<file path="config.mk">
export PLATFORM = sky130hd
export DESIGN_NAME = qspi_phase_sequencer
export DESIGN_NICKNAME = d
export VERILOG_FILES = /design/src/rtl/qspi_phase_sequencer_pkg.sv /design/src/rtl/qspi_phase_counter.sv /design/src/rtl/qspi_phase_sequencer.sv
export SDC_FILE = /design/constraint.sdc
export NUM_CORES = 1
export LEC_CHECK = 0
export ABC_AREA = 1
export CAP_MARGIN = 30
export CORE_ASPECT_RATIO = 0.6
export CORE_MARGIN = 2
export CORE_UTILIZATION = 35
export DETAILED_ROUTE_END_ITERATION = 16
export GPL_ROUTABILITY_DRIVEN = 0
export PLACE_DENSITY = 0.64
export SLEW_MARGIN = 20
export SYNTH_ARGS = -nofsm -noshare
export SYNTH_HDL_FRONTEND = slang
export SYNTH_SLANG_ARGS = --single-unit
</file>
<file path="constraint.sdc">
create_clock -name clk -period 3.15 [get_ports clk]
set_input_delay 0.63 -clock clk [delete_from_list [all_inputs] [get_ports clk]]
set_output_delay 0.63 -clock clk [all_outputs]
set_load 0.02 [all_outputs]
</file>
<file path="src/rtl/qspi_phase_sequencer_pkg.sv">
// Shared definitions for the QSPI controller: lane modes, phase codes and
// the per-mode byte timing.
package qspi_definitions;

  typedef enum logic [1:0] {
    MODE_ZERO   = 2'd0,
    MODE_SINGLE = 2'd1,
    MODE_DUAL   = 2'd2,
    MODE_QUAD   = 2'd3
  } mode_t;

  typedef enum logic [2:0] {
    PH_IDLE     = 3'd0,
    PH_CS_SETUP = 3'd1,
    PH_CMD      = 3'd2,
    PH_ADDR     = 3'd3,
    PH_DUMMY    = 3'd4,
    PH_DATA     = 3'd5,
    PH_CS_HOLD  = 3'd6
  } phase_t;

  localparam logic [2:0] MAX_ADDR_BYTES = 3'd4;

  // MODE_ZERO maps to 1 so that a zero-lane phase counts single cycles.
  function automatic logic [3:0] cycles_per_byte(input logic [1:0] mode);
    case (mode)
      MODE_SINGLE: return 4'd8;
      MODE_DUAL:   return 4'd4;
      MODE_QUAD:   return 4'd2;
      default:     return 4'd1;
    endcase
  endfunction

  function automatic logic [2:0] last_cycle_index(input logic [1:0] mode);
    logic [3:0] cycles;
    cycles = cycles_per_byte(mode) - 4'd1;
    return cycles[2:0];
  endfunction

endpackage

</file>
<file path="src/rtl/qspi_phase_counter.sv">
// Cycle-in-byte and byte down-counters shared by every timed phase; neither
// counter wraps, so a phase holds at zero until the FSM reloads it.
module qspi_phase_counter #(
  parameter int DATA_LEN_W = 16
) (
  input  logic                  clk,
  input  logic                  reset,
  input  logic                  load,
  input  logic                  en,
  input  logic [2:0]            cyc_init,
  input  logic [DATA_LEN_W-1:0] byte_init,
  output logic [2:0]            cyc_cnt,
  output logic                  last
);

  logic [2:0]            cyc_reg;
  logic [DATA_LEN_W-1:0] byte_reg;

  always_ff @(posedge clk or posedge reset) begin
    if (reset) begin
      cyc_reg  <= 3'd0;
      byte_reg <= '0;
    end else if (load) begin
      cyc_reg  <= cyc_init;
      byte_reg <= byte_init;
    end else if (en) begin
      if (cyc_reg != 3'd0) begin
        cyc_reg <= cyc_reg - 3'd1;
      end else if (byte_reg != '0) begin
        byte_reg <= byte_reg - DATA_LEN_W'(1);
        cyc_reg  <= cyc_init;
      end
    end
  end

  assign cyc_cnt = cyc_reg;
  assign last    = (cyc_reg == 3'd0) && (byte_reg == '0);

endmodule

</file>
<file path="src/rtl/qspi_phase_sequencer.sv">
// QSPI transaction sequencer: walks one captured command descriptor through
// CS setup, command, address, dummy, data and CS hold phases.
module qspi_phase_sequencer
  import qspi_definitions::*;
#(
  parameter int DATA_LEN_W = 16,
  parameter int DUMMY_W    = 5
) (
  input  logic                  clk,
  input  logic                  reset,
  input  logic                  start,
  input  logic                  abort,
  input  logic [1:0]            cmd_mode,
  input  logic [1:0]            addr_mode,
  input  logic [1:0]            data_mode,
  input  logic [2:0]            addr_bytes,
  input  logic [DUMMY_W-1:0]    dummy_cycles,
  input  logic [DATA_LEN_W-1:0] data_bytes,
  output logic                  busy,
  output logic                  done,
  output logic                  cs_n,
  output logic                  sclk_en,
  output logic [2:0]            phase,
  output logic [1:0]            phase_mode,
  output logic                  byte_load
);

  phase_t                state_reg, state_next;
  logic                  done_reg;
  logic [1:0]            cmd_mode_reg, addr_mode_reg, data_mode_reg;
  logic [2:0]            addr_bytes_reg;
  logic [DUMMY_W-1:0]    dummy_reg;
  logic [DATA_LEN_W-1:0] data_bytes_reg;

  logic                  cnt_load, cnt_en, cnt_last;
  logic [2:0]            cnt_cyc, cyc_init, load_cyc, cur_cyc_init;
  logic [DATA_LEN_W-1:0] load_byte;
  logic [1:0]            cur_mode;
  logic                  en_cmd, en_addr, en_dummy, en_data;
  phase_t                after_setup, after_cmd, after_addr, after_dummy;

  always_ff @(posedge clk or posedge reset) begin
    if (reset) begin
      state_reg      <= PH_IDLE;
      done_reg       <= 1'b0;
      cmd_mode_reg   <= 2'd0;
      addr_mode_reg  <= 2'd0;
      data_mode_reg  <= 2'd0;
      addr_bytes_reg <= 3'd0;
      dummy_reg      <= '0;
      data_bytes_reg <= '0;
    end else begin
      state_reg <= state_next;
      done_reg  <= (state_reg == PH_CS_HOLD);
      if (state_reg == PH_IDLE && start) begin
        cmd_mode_reg   <= cmd_mode;
        addr_mode_reg  <= addr_mode;
        data_mode_reg  <= data_mode;
        addr_bytes_reg <= (addr_bytes > MAX_ADDR_BYTES) ? MAX_ADDR_BYTES : addr_bytes;
        dummy_reg      <= dummy_cycles;
        data_bytes_reg <= data_bytes;
      end
    end
  end

  assign en_cmd   = (cmd_mode_reg != MODE_ZERO);
  assign en_addr  = (addr_mode_reg != MODE_ZERO) && (addr_bytes_reg != 3'd0);
  assign en_dummy = (dummy_reg != '0);
  assign en_data  = (data_mode_reg != MODE_ZERO) && (data_bytes_reg != '0);

  // Skip chain: each entry is the first enabled phase after the named one.
  assign after_dummy = en_data  ? PH_DATA  : PH_CS_HOLD;
  assign after_addr  = en_dummy ? PH_DUMMY : after_dummy;
  assign after_cmd   = en_addr  ? PH_ADDR  : after_addr;
  assign after_setup = en_cmd   ? PH_CMD   : after_cmd;

  always_comb begin
    state_next = state_reg;
    case (state_reg)
      PH_IDLE:     if (start) state_next = PH_CS_SETUP;
      PH_CS_SETUP: state_next = abort ? PH_CS_HOLD : after_setup;
      PH_CMD:      if (abort) state_next = PH_CS_HOLD; else if (cnt_last) state_next = after_cmd;
      PH_ADDR:     if (abort) state_next = PH_CS_HOLD; else if (cnt_last) state_next = after_addr;
      PH_DUMMY:    if (abort) state_next = PH_CS_HOLD; else if (cnt_last) state_next = after_dummy;
      PH_DATA:     if (abort) state_next = PH_CS_HOLD; else if (cnt_last) state_next = PH_CS_HOLD;
      PH_CS_HOLD:  state_next = PH_IDLE;
      default:     state_next = PH_IDLE;
    endcase
  end

  // Counters are preloaded for whichever phase is entered; untimed phases get zero.
  always_comb begin
    load_cyc  = 3'd0;
    load_byte = '0;
    case (state_next)
      PH_CMD: begin
        load_cyc = last_cycle_index(cmd_mode_reg);
      end
      PH_ADDR: begin
        load_cyc  = last_cycle_index(addr_mode_reg);
        load_byte = DATA_LEN_W'(addr_bytes_reg) - DATA_LEN_W'(1);
      end
      PH_DUMMY: begin
        load_byte = DATA_LEN_W'(dummy_reg) - DATA_LEN_W'(1);
      end
      PH_DATA: begin
        load_cyc  = last_cycle_index(data_mode_reg);
        load_byte = data_bytes_reg - DATA_LEN_W'(1);
      end
      default: ;
    endcase
  end

  always_comb begin
    case (state_reg)
      PH_CMD:  cur_mode = cmd_mode_reg;
      PH_ADDR: cur_mode = addr_mode_reg;
      PH_DATA: cur_mode = data_mode_reg;
      default: cur_mode = MODE_ZERO;
    endcase
  end

  assign cur_cyc_init = last_cycle_index(cur_mode);
  assign cnt_load     = (state_next != state_reg);
  assign cnt_en       = (state_reg == PH_CMD) || (state_reg == PH_ADDR) ||
                        (state_reg == PH_DUMMY) || (state_reg == PH_DATA);
  assign cyc_init     = cnt_load ? load_cyc : cur_cyc_init;

  qspi_phase_counter #(
    .DATA_LEN_W(DATA_LEN_W)
  ) u_counter (
    .clk      (clk),
    .reset    (reset),
    .load     (cnt_load),
    .en       (cnt_en),
    .cyc_init (cyc_init),
    .byte_init(cnt_load ? load_byte : '0),
    .cyc_cnt  (cnt_cyc),
    .last     (cnt_last)
  );

  always_comb begin
    busy       = (state_reg != PH_IDLE);
    done       = done_reg;
    cs_n       = (state_reg == PH_IDLE);
    sclk_en    = cnt_en;
    phase      = state_reg;
    phase_mode = cur_mode;
    byte_load  = ((state_reg == PH_CMD) || (state_reg == PH_ADDR) || (state_reg == PH_DATA)) &&
                 (cnt_cyc == cur_cyc_init);
  end

endmodule

</file>
Word level (Yosys, flattened, before mapping)
Index checks and enable logic that the tools add are counted.
{"block": "word_totals", "register_bits": 53, "latch_bits": 0, "ram_bits": 0, "mem_bits_ro": 0, "input_bits": 34, "out_inout_bits": 10, "word_cells": 106, "memories": 0}
{"block": "classes", "n_addsub": 9, "n_mul": 0, "n_div": 0, "order_cmp": 1, "n_eq_ne": 25, "shift": 0, "muxes": 35, "bitwise_logic": 0, "n_reduce_logical": 26}
{"cell": "$mux W16", "n": 4}
{"cell": "$mux W3", "n": 21}
{"cell": "$pmux W16 S3", "n": 1}
{"cell": "$pmux W3 S3", "n": 5}
{"cell": "$reduce_bool A16 Y1", "n": 2}
{"cell": "$sub A16 B1 Y16 const B", "n": 2}
{"cell": "$pmux W3 S6", "n": 1}
{"cell": "$eq A2 B2 Y1 const B", "n": 8}
{"cell": "$logic_not A16 Y1", "n": 1}
{"cell": "$eq A3 B3 Y1 const B", "n": 5}
{"cell": "$sub A3 B1 Y3 const B", "n": 5}
{"cell": "$eq A3 B2 Y1 const B", "n": 4}
{"cell": "$reduce_bool A3 Y1", "n": 4}
{"cell": "$reduce_bool A2 Y1", "n": 5}
{"cell": "$eq A2 B1 Y1 const B", "n": 4}
{"cell": "$logic_not A3 Y1", "n": 2}
{"cell": "$pmux W2 S3", "n": 1}
{"cell": "$sub A5 B1 Y6 const B", "n": 1}
{"cell": "$logic_and A1 B1 Y1", "n": 5}
{"cell": "$reduce_bool A5 Y1", "n": 1}
{"cell": "$logic_or A1 B1 Y1", "n": 4}
{"cell": "$mux W2", "n": 2}
{"cell": "$sub A3 B1 Y4 const B", "n": 1}
{"cell": "$eq A3 B1 Y1 const B", "n": 1}
{"cell": "other kinds (6)", "n": 6}

Longest topological paths before layout
Gate-level depths: netlist of run 1.
{"block": "depth", "depth_word": 17, "depth_mapped": 22, "mapped_depth_nobuf": 21}

Cells and area by module
From an unflattened synthesis of run 1, not the netlist that was laid out.
{"block": "hier_totals", "hier_cells": 646, "area_unflattened_um2": 4289.1}
{"mod": "qspi_phase_sequencer", "n_inst": 1, "cells_per_inst": 406, "area_per_inst_um2": 2662.6, "seq_area_each_um2": 850.8}
{"mod": "qspi_phase_counter", "n_inst": 1, "cells_per_inst": 240, "area_per_inst_um2": 1626.6, "seq_area_each_um2": 475.5}

Least setup slack after synthesis of run 1
Ideal clock, no wire load.
{"block": "synth_timing", "kind": "register -> output", "startpoint": "register state_reg[2] (netlist: phase[2])", "endpoint": "output port byte_load", "arrival_time_ps": 2855, "required_ps": 2520, "slack_ps": -335, "stages_incl_launch_ff": 12, "path_buffers": 1, "cell_sequence": "dfrtp_1 buf_4 inv_1 nand2_1 nor2_1 nand2_1 inv_1 nor3_1 inv_1 ha_1 xor2_1 a2111oi_0"}
{"block": "synth_via", "elab_chain_cells": 7, "word_cells_on_any_way": 13, "cone_classes": "add/sub: 1; eq/ne: 7; mux: 2; reduce/logical: 3"}
{"element": "start: declaration", "line": "qspi_phase_sequencer.sv:28", "rtl": "phase_t state_reg, state_next;"}
{"element": "start signal: assignment", "line": "qspi_phase_sequencer.sv:53", "rtl": "state_reg <= state_next;"}
{"element": "$eq A3 B3 Y1 or $eq A3 B2 Y1 (tied branches)", "line": "qspi_phase_sequencer.sv:115", "rtl": "case (state_reg)"}
{"element": "$pmux W2 S3 (*)", "line": "qspi_phase_sequencer.sv:115"}
{"element": "via phase_mode[0]", "line": "qspi_phase_sequencer.sv:24", "rtl": "output logic [1:0] phase_mode,"}
{"element": "$eq A2 B2 Y1 or $eq A2 B1 Y1 (tied branches)", "line": "qspi_phase_sequencer_pkg.sv:26", "rtl": "case (mode)"}
{"element": "$pmux W3 S3 (*)", "line": "qspi_phase_sequencer_pkg.sv:26"}
{"element": "$sub A3 B1 Y3 (*)", "line": "qspi_phase_sequencer_pkg.sv:36", "rtl": "cycles = cycles_per_byte(mode) - 4'd1;"}
{"element": "$eq A3 B3 Y1 (*)", "line": "qspi_phase_sequencer.sv:150", "rtl": "(cnt_cyc == cur_cyc_init);"}
{"element": "$logic_and A1 B1 Y1 (*)", "line": "qspi_phase_sequencer.sv:149", "rtl": "byte_load = ((state_reg == PH_CMD) || (state_reg == PH_ADDR) || (state_reg == PH_DATA)) &&"}
{"element": "end: declaration", "line": "qspi_phase_sequencer.sv:25", "rtl": "output logic byte_load"}
Mark *: on every way through the listed nets, which the timed path passes. The rest lies on a longest branch.

Worst setup path after layout of run 1
{"block": "layout_timing", "startpoint": "register state_reg[2] (netlist: phase[2])", "endpoint": "output port byte_load"}
{"block": "layout_via", "elab_chain_cells": 7, "word_cells_on_any_way": 13, "cone_classes": "add/sub: 1; eq/ne: 7; mux: 2; reduce/logical: 3"}
{"element": "$eq A3 B3 Y1 or $eq A3 B2 Y1 (tied branches)", "line": "qspi_phase_sequencer.sv:115, qspi_phase_sequencer.sv:149"}
{"element": "$pmux W2 S3", "line": "qspi_phase_sequencer.sv:115"}
{"element": "$eq A2 B2 Y1 or $eq A2 B1 Y1 (tied branches)", "line": "qspi_phase_sequencer_pkg.sv:26"}
{"element": "$pmux W3 S3", "line": "qspi_phase_sequencer_pkg.sv:26"}
{"element": "$sub A3 B1 Y3", "line": "qspi_phase_sequencer_pkg.sv:36"}
{"element": "$eq A3 B3 Y1", "line": "qspi_phase_sequencer.sv:150"}
{"element": "$logic_and A1 B1 Y1 (*)", "line": "qspi_phase_sequencer.sv:149"}
Every way passes the cells marked *; elsewhere a longest branch is shown, timed or not.

==> flow_summary_export.csv, run 1 <==
group,metric,value,unit
routing,vias,3705,
routing,routedWlPerCell,14.0,um
timing,fin_skew,0.00648,ns
clock_tree,clk_pin_slew,0.07,ns
grt,grt_use_total,18.2,%
die,die_w,139,um
timing,timing.final.crit_share,93.7,%
setup_path,crit_family,"simple AND/OR/NAND/NOR gates",
clock_tree,cts-root-buf,"clkbuf_16",
job,cap_viol_max_count,0,
routing,firstDrtPassIters,5,
grt,gr-total-overflow,0,
synth,ys_ff_latch,53,
synth,synth_top_area_share,34.8,%
setup_path,cp_num_buf_inv,4,
die,core_area,10600,sq um
setup_path,cp.required,2.52,ns
setup_path,cpMaxStageDelayCell,"dfrtp_1",
timing,setup_viol,0,
grt,grt_pass1_vias,3541,
power_and_ir_drop,p_comb_share,63.1,%
place,placed_cell_area,4490,sq um
die,rows,29,
grt,grt_pass1_wl,17400,um
timing,final_max_slew_viol_count,0,
die,ios,44,
synth,syn_inst,548,
synth,ys_seq_area_share,34.8,%
power_and_ir_drop,internal_power,2.70,mW
power_and_ir_drop,clockPowerShare,12.2,%
power_and_ir_drop,p_sw,2.71,mW
timing,hold_violations,0,
clock_tree,cts_buffer_depth,2,
synth,ys_types,41,
clock_tree,cts-hold-fix-buffers,0,
setup_path,cp.arrival,2.32,ns
layout,syn_to_final_growth,24.2,%
clock_tree,numCtsBuffers,5,
run_status,outcome,"complete, no violations",
setup_path,cp-start-kind,"register",
routing,wirelength,10400,um
power_and_ir_drop,seqPwrFrac,24.8,%
setup_path,max_stage_delay,0.41,ns
die,start_util,36.0,%
die,die-area,11800,sq um
place,place_ws,-0.00518,ns
place,io_buffers,43,
layout,fin_area,4730,sq um
synth,synth_area,3810,sq um
routing,drtIter0Drc,248,
clock_tree,cts_tree,"built",
synth,synth_top_cells_by_area,"dfrtp_1, nand2_1, nor2_1",
layout,final_nets,651,
timing,post-route-min-period,2.95,ns
worst_hold_path,worstHoldPathType,"register to register",
timing,holdWs,0.549,ns
setup_path,cp-end-kind,"output pin",
routing,ant_nets,0,
power_and_ir_drop,ir_drop,0.000448,V
layout,postLayoutCoreUtil,44.7,%
timing,timing.slew.headroom,45.9,%
place,place_hpwl,8130,um
synth,synth.net_count,594,
clock_tree,htreeDepth,2,
timing,clock.fmax,0.339,GHz
synth,yosysWarningCount,0,
die,fp.dieH,84.8,um
layout,n_antenna_cell,0,
routing,drc,0,
timing,worst_slack,0.198,ns
timing,worst_pin_slew,0.804,ns
setup_path,crit_chain,"inv_1 > nand2_1 > nor2_2 > nand2_1 > inv_1 > nor3_2 > inv_1 > ha_1 > xor2_1 > a2111oi_2 > buf_2",
timing,finalSetupTns,0,ns
grt,grt_max_degree,47,
grt,antenna_found_initial,0,
power_and_ir_drop,switching_share,50.1,%
clock_tree,clock_sinks,53,
routing,via_per_inst,4.97,
setup_path,cpMostUsedCell,"inv_1",
synth,synth_top_cell_by_area,"dfrtp_1",
power_and_ir_drop,leakagePower,2.26,nW
setup_path,worstSetupPathType,"register to output pin",
clock_tree,clock_latency,0.30,ns
setup_path,crit_fanout,4,
synth,postSynthAreaPerCell,6.95,sq um
layout,drive_gt1_share,11.2,%
power_and_ir_drop,power_density,1140,nW/um^2
layout by cell type, fill, tap and decap left out, types with 5 or more instances in the layout:
master	Yosys	layout
nor3_1	12	9
nor2_2	4	8
buf_4	4	20
a21oi_1	17	16
dfrtp_1	53	53
nor2_1	85	81
clkdlybuf4s50_1	0	42
o211ai_1	6	6
inv_1	66	65
o21ai_1	4	5
nand2_1	131	130
xor2_1	20	20
ha_1	12	11
xnor2_1	7	7
a22oi_1	7	7
nand3_1	26	26
o21ai_0	47	46
clkbuf_16	0	5
nand2_2	5	5
final cells by class:
class                      count  area (sq um)
timing repair buffer          65           607
sequential                    53          1330
fill                        1059          5860
inverter                      69           263
clock inverter                 2          37.5
tap                          139           174
clock buffer                   6           139
multi-input combinational    411          2180
logic make-up after synthesis:
logic type	after synthesis	synth area share (%)
compound gates	93	14.3
xor+xnor	27	6.21
fa+ha+maj	12	3.94
buf+inv	84	9.39
flops	53	34.8
simple gates	279	31.4
metal layers:
layer / up-vias / GRT usage (%) / part of all wire, %
met4: 0 / 3.58 / 0.63
met1: 1694 / 28.8 / 53
li1: 1875 / - / -
met5: - / 0 / 0
met2: 129 / 24.8 / 39
met3: 7 / 4.40 / 7.6
Yosys cell counts:
library cell,n
a2111oi_0,1
buf_6,3
nand2_2,5
a21oi_4,1
clkinv_2,1
o32ai_1,1
nand2_1,131
buf_4,4
a31oi_1,2
a311oi_1,1
nor4_1,3
inv_2,1
nand3_1,26
xnor2_1,7
nor2_1,85
o31ai_1,2
o221ai_1,1
inv_4,1
dfrtp_1,53
o21ai_2,1
xor2_1,20
o211ai_1,6
or2_2,1
o21ai_1,4
ha_1,12
nand4_4,1
a21oi_1,17
o21ai_0,47
nor2_2,4
nand2_4,2
clkbuf_1,7
nor3b_1,1
a21oi_2,2
nor3_1,12
inv_1,66
or2_0,1
nand3_2,3
buf_2,1
a22oi_1,7
nand3b_1,1
nand4_1,3
through the flow:
step                      power, mW  cells
after global routing           5.91    745
after CTS                      5.31    743
after global placement         4.55    735
after floorplan                3.75    548
after detailed placement       4.63    735
final                          5.42    745
worst min-delay path, delay by kind of cell, from the launching register on:
family / cells / cell delay [ns]
flops: 1 / 0.40
simple gates: 2 / 0.13
worst paths after layout:
kind | startpoint | to | slack [ns] | cells past startpoint
max in group asynchronous | reset | u_counter.byte_reg[9] | 1.90 | 3
hold reg to reg | data_bytes_reg[15] | data_bytes_reg[15] | 0.55 | 2
min in group asynchronous | reset | data_bytes_reg[13] | 0.70 | 2
setup reg to reg | data_bytes_reg[0] | u_counter.byte_reg[15] | 0.24 | 16
hold / removal | data_bytes_reg[15] | data_bytes_reg[15] | 0.55 | 2
setup / recovery | phase[2] | byte_load | 0.20 | 11
repair_timing:
| action | in CTS | in global routing |
|---|---|---|
| resized for setup | 4 | 16 |
| pin swaps | 0 | 2 |
| setup endpoints to repair | 1 | 17 |
| setup buffers | 0 | 2 |
power groups by stage:
stage	sequential [mW]	clock (mW)	combinational, mW
finish	1.34	0.659	3.41
global route	1.38	0.697	3.83
CTS	1.32	0.669	3.32
detailed placement	1.33	0	3.30
global placement	1.33	0	3.22
floorplan	1.29	0	2.46
Note: power is estimated with default switching activity, not from simulation.
==> run 2: changes to the inputs <==
--- a/config.mk
+++ b/config.mk
@@ -7,12 +7,14 @@
 export LEC_CHECK = 0
 export ABC_AREA = 1
 export CAP_MARGIN = 30
+export CELL_PAD_IN_SITES_DETAIL_PLACEMENT = 0
+export CELL_PAD_IN_SITES_GLOBAL_PLACEMENT = 1
 export CORE_ASPECT_RATIO = 0.6
-export CORE_MARGIN = 2
 export CORE_UTILIZATION = 35
+export CTS_CLUSTER_SIZE = 20
 export DETAILED_ROUTE_END_ITERATION = 16
 export GPL_ROUTABILITY_DRIVEN = 0
-export PLACE_DENSITY = 0.64
+export PLACE_DENSITY = 0.81
 export SLEW_MARGIN = 20
 export SYNTH_ARGS = -nofsm -noshare
 export SYNTH_HDL_FRONTEND = slang
==> run 2 against run 1 <==
  * Critical path depth is 1 lower
  * Fmax increased by 1.7%
  * Global-route usage grew 2.1 points
  * Die area fell by 3.8%
  * Clock skew is 0.0026 ns higher
  * Utilization up 0.18 points
  * Register-to-register slack hardly changed
  * Clock power decreased by 5.2%
  * Routed wire length rose by 2.5%
  * Design area about the same
  * Sequential share of layout area is essentially flat
  * Non-clock buffer count increased by 2
  * Highest routed layer unchanged
==> flow_summary_export.csv, run 2 (synthesis gave the netlist of run 1 again) <==
group,metric,value,unit
run_status,outcome,"complete, no violations",
timing,worst_slack,0.247,ns
setup_path,reg2reg_setup_slack,0.25,ns
setup_path,cp-end-kind,"output pin",
power_and_ir_drop,p_comb_share,63.7,%
clock_tree,cts-root-buf,"clkbuf_16",
timing,setup_viol,0,
grt,grt_pass1_vias,3576,
worst_hold_path,min_path_cells,2,
worst_hold_path,min_from,"data_bytes_reg[14]",
power_and_ir_drop,leakagePower,2.26,nW
clock_tree,cts_tree,"built",
die,die_w,137,um
layout,drive_gt1_share,11.7,%
routing,drc,0,
clock_tree,cts_buffer_depth,2,
routing,drtIter0Drc,268,
place,placed_cell_area,4520,sq um
clock_tree,cts-hold-fix-buffers,0,
clock_tree,numCtsBuffers,5,
grt,antenna_found_initial,0,
die,fp.dieH,82.8,um
grt,grt_use_total,20.3,%
place,dp.cells,739,
grt,grt_pass1_wl,17900,um
grt,grt_max_degree,47,
setup_path,cp-start-kind,"register",
layout,n_antenna_cell,0,
setup_path,rr_endpoint,"u_counter.cyc_cnt[2]",
power_and_ir_drop,internal_power,2.71,mW
clock_tree,htreeDepth,2,
setup_path,cp.required,2.52,ns
job,cap_viol_max_count,0,
timing,rsz0062_at_grt,"no",
die,core_area,10600,sq um
place,place_ws,0.0566,ns
routing,wirelength,10700,um
power_and_ir_drop,ir_drop,0.000532,V
layout,regArea,1330,sq um
worst_hold_path,hold_end,"data_bytes_reg[14]",
timing,post-route-min-period,2.90,ns
setup_path,regToRegStartpoint,"u_counter.cyc_cnt[0]",
setup_path,cp.arrival,2.27,ns
timing,hold_violations,0,
setup_path,worstSetupPathType,"register to output pin",
power_and_ir_drop,p_sw,2.75,mW
power_and_ir_drop,finalPower,5.46,mW
timing,timing.final.crit_share,92.2,%
power_and_ir_drop,seqPwrFrac,24.9,%
die,start_util,36.1,%
worst_hold_path,worstHoldPathType,"register to register",
timing,clock.fmax,0.344,GHz
place,io_buffers,43,
layout,final_common_cell,"nand2_1",
die,ios,44,
layout,mostFrequentLayoutCells,"nand2_1, nor2_1, inv_1",
routing,via_per_inst,4.88,
clock_tree,clock_sinks,53,
routing,firstDrtPassIters,4,
power_and_ir_drop,clockPowerShare,11.4,%
timing,finalSetupTns,0,ns
layout,fillers,1069,
clock_tree,post-cts-setup-buffers,0,
timing,fin_skew,0.00907,ns
layout,multi_input_area,2190,sq um
setup_path,reg2reg_depth,18,
routing,vias,3643,
routing,ant_nets,0,
layout,syn_to_final_growth,24.2,%
routing,routedWlPerCell,14.3,um
power_and_ir_drop,power_density,1150,nW/um^2
power_and_ir_drop,switching_share,50.3,%
layout,fin_area,4730,sq um
layout,final_nets,653,
timing,final_max_slew_viol_count,0,
layout,final_cells,746,
setup_path,crit_fanout,6,
grt,gr-total-overflow,0,
die,die-area,11300,sq um
clock_tree,clk_pin_slew,0.07,ns
place,place_hpwl,8320,um
timing,timing.slew.headroom,61.6,%
die,rows,29,
clock_tree,clock_latency,0.30,ns
timing,worst_pin_slew,0.575,ns
-- run 2: area by class of cell --
cell class	instances	share of cell area, %
Sequential cell	53	28.0
Timing Repair Buffer	67	13.1
Clock inverter	2	0.740
Inverter	69	5.55
Clock buffer	5	2.64
Multi-Input combinational cell	411	46.3
Tap cell	139	3.67
-- run 2: worst max-delay path: stages (launching register included) --
cell and delay [ns]:
dfrtp_1 0.49, inv_1 0.09, nor2_1 0.15, inv_1 0.07
nor2_1 0.12, nor3_2 0.06, buf_4 0.13, ha_1 0.20
xnor2_1 0.14, a2111oi_2 0.31, buf_2 0.22
-- run 2: through the flow --
stage          hold slack, ns  util (%)
4_1_cts                 0.556      44.3
5_1_grt                 0.582      44.8
3_3_place_gp            0.517      42.8
3_5_place_dp            0.539      42.8
2_1_floorplan           0.491         -
6_report                0.547      44.8
-- run 2: how the worst max path moves through the flow --
stage | start | end | slack (ns) | cells past startpoint
4_1_cts | u_counter.cyc_cnt[0] | u_counter.byte_reg[11] | 0.06 | 16
2_1_floorplan | phase[2] | byte_load | 0.17 | 11
3_5_place_dp | abort | u_counter.byte_reg[11] | 0.06 | 13
3_3_place_gp | abort | u_counter.byte_reg[14] | 0.15 | 13
6_report | phase[0] | byte_load | 0.25 | 10
5_1_grt | phase[2] | byte_load | 0.001 | 11
-- run 2: power by group through the flow --
stage / registers [mW] / clock network [mW] / logic (mW)
2_1_floorplan: 1.29 / 0 / 2.46
3_3_place_gp: 1.35 / 0 / 3.32
3_5_place_dp: 1.36 / 0 / 3.38
4_1_cts: 1.35 / 0.640 / 3.40
5_1_grt: 1.41 / 0.665 / 3.91
6_report: 1.36 / 0.625 / 3.48
-- run 2: timing repair --
action | in CTS | in global routing
setup endpoints to repair | 1 | 15
gates resized for setup | 2 | 21
pin swaps | 0 | 2
-- run 2: routing by layer --
metal | GRT usage [%] | share of wire, % | vias up
met2 | 26.3 | 37 | 104
li1 | - | - | 1874
met5 | 0 | 0 | -
met3 | 4.70 | 7.1 | 11
met1 | 32.8 | 55 | 1654
met4 | 4.55 | 1.1 | 0
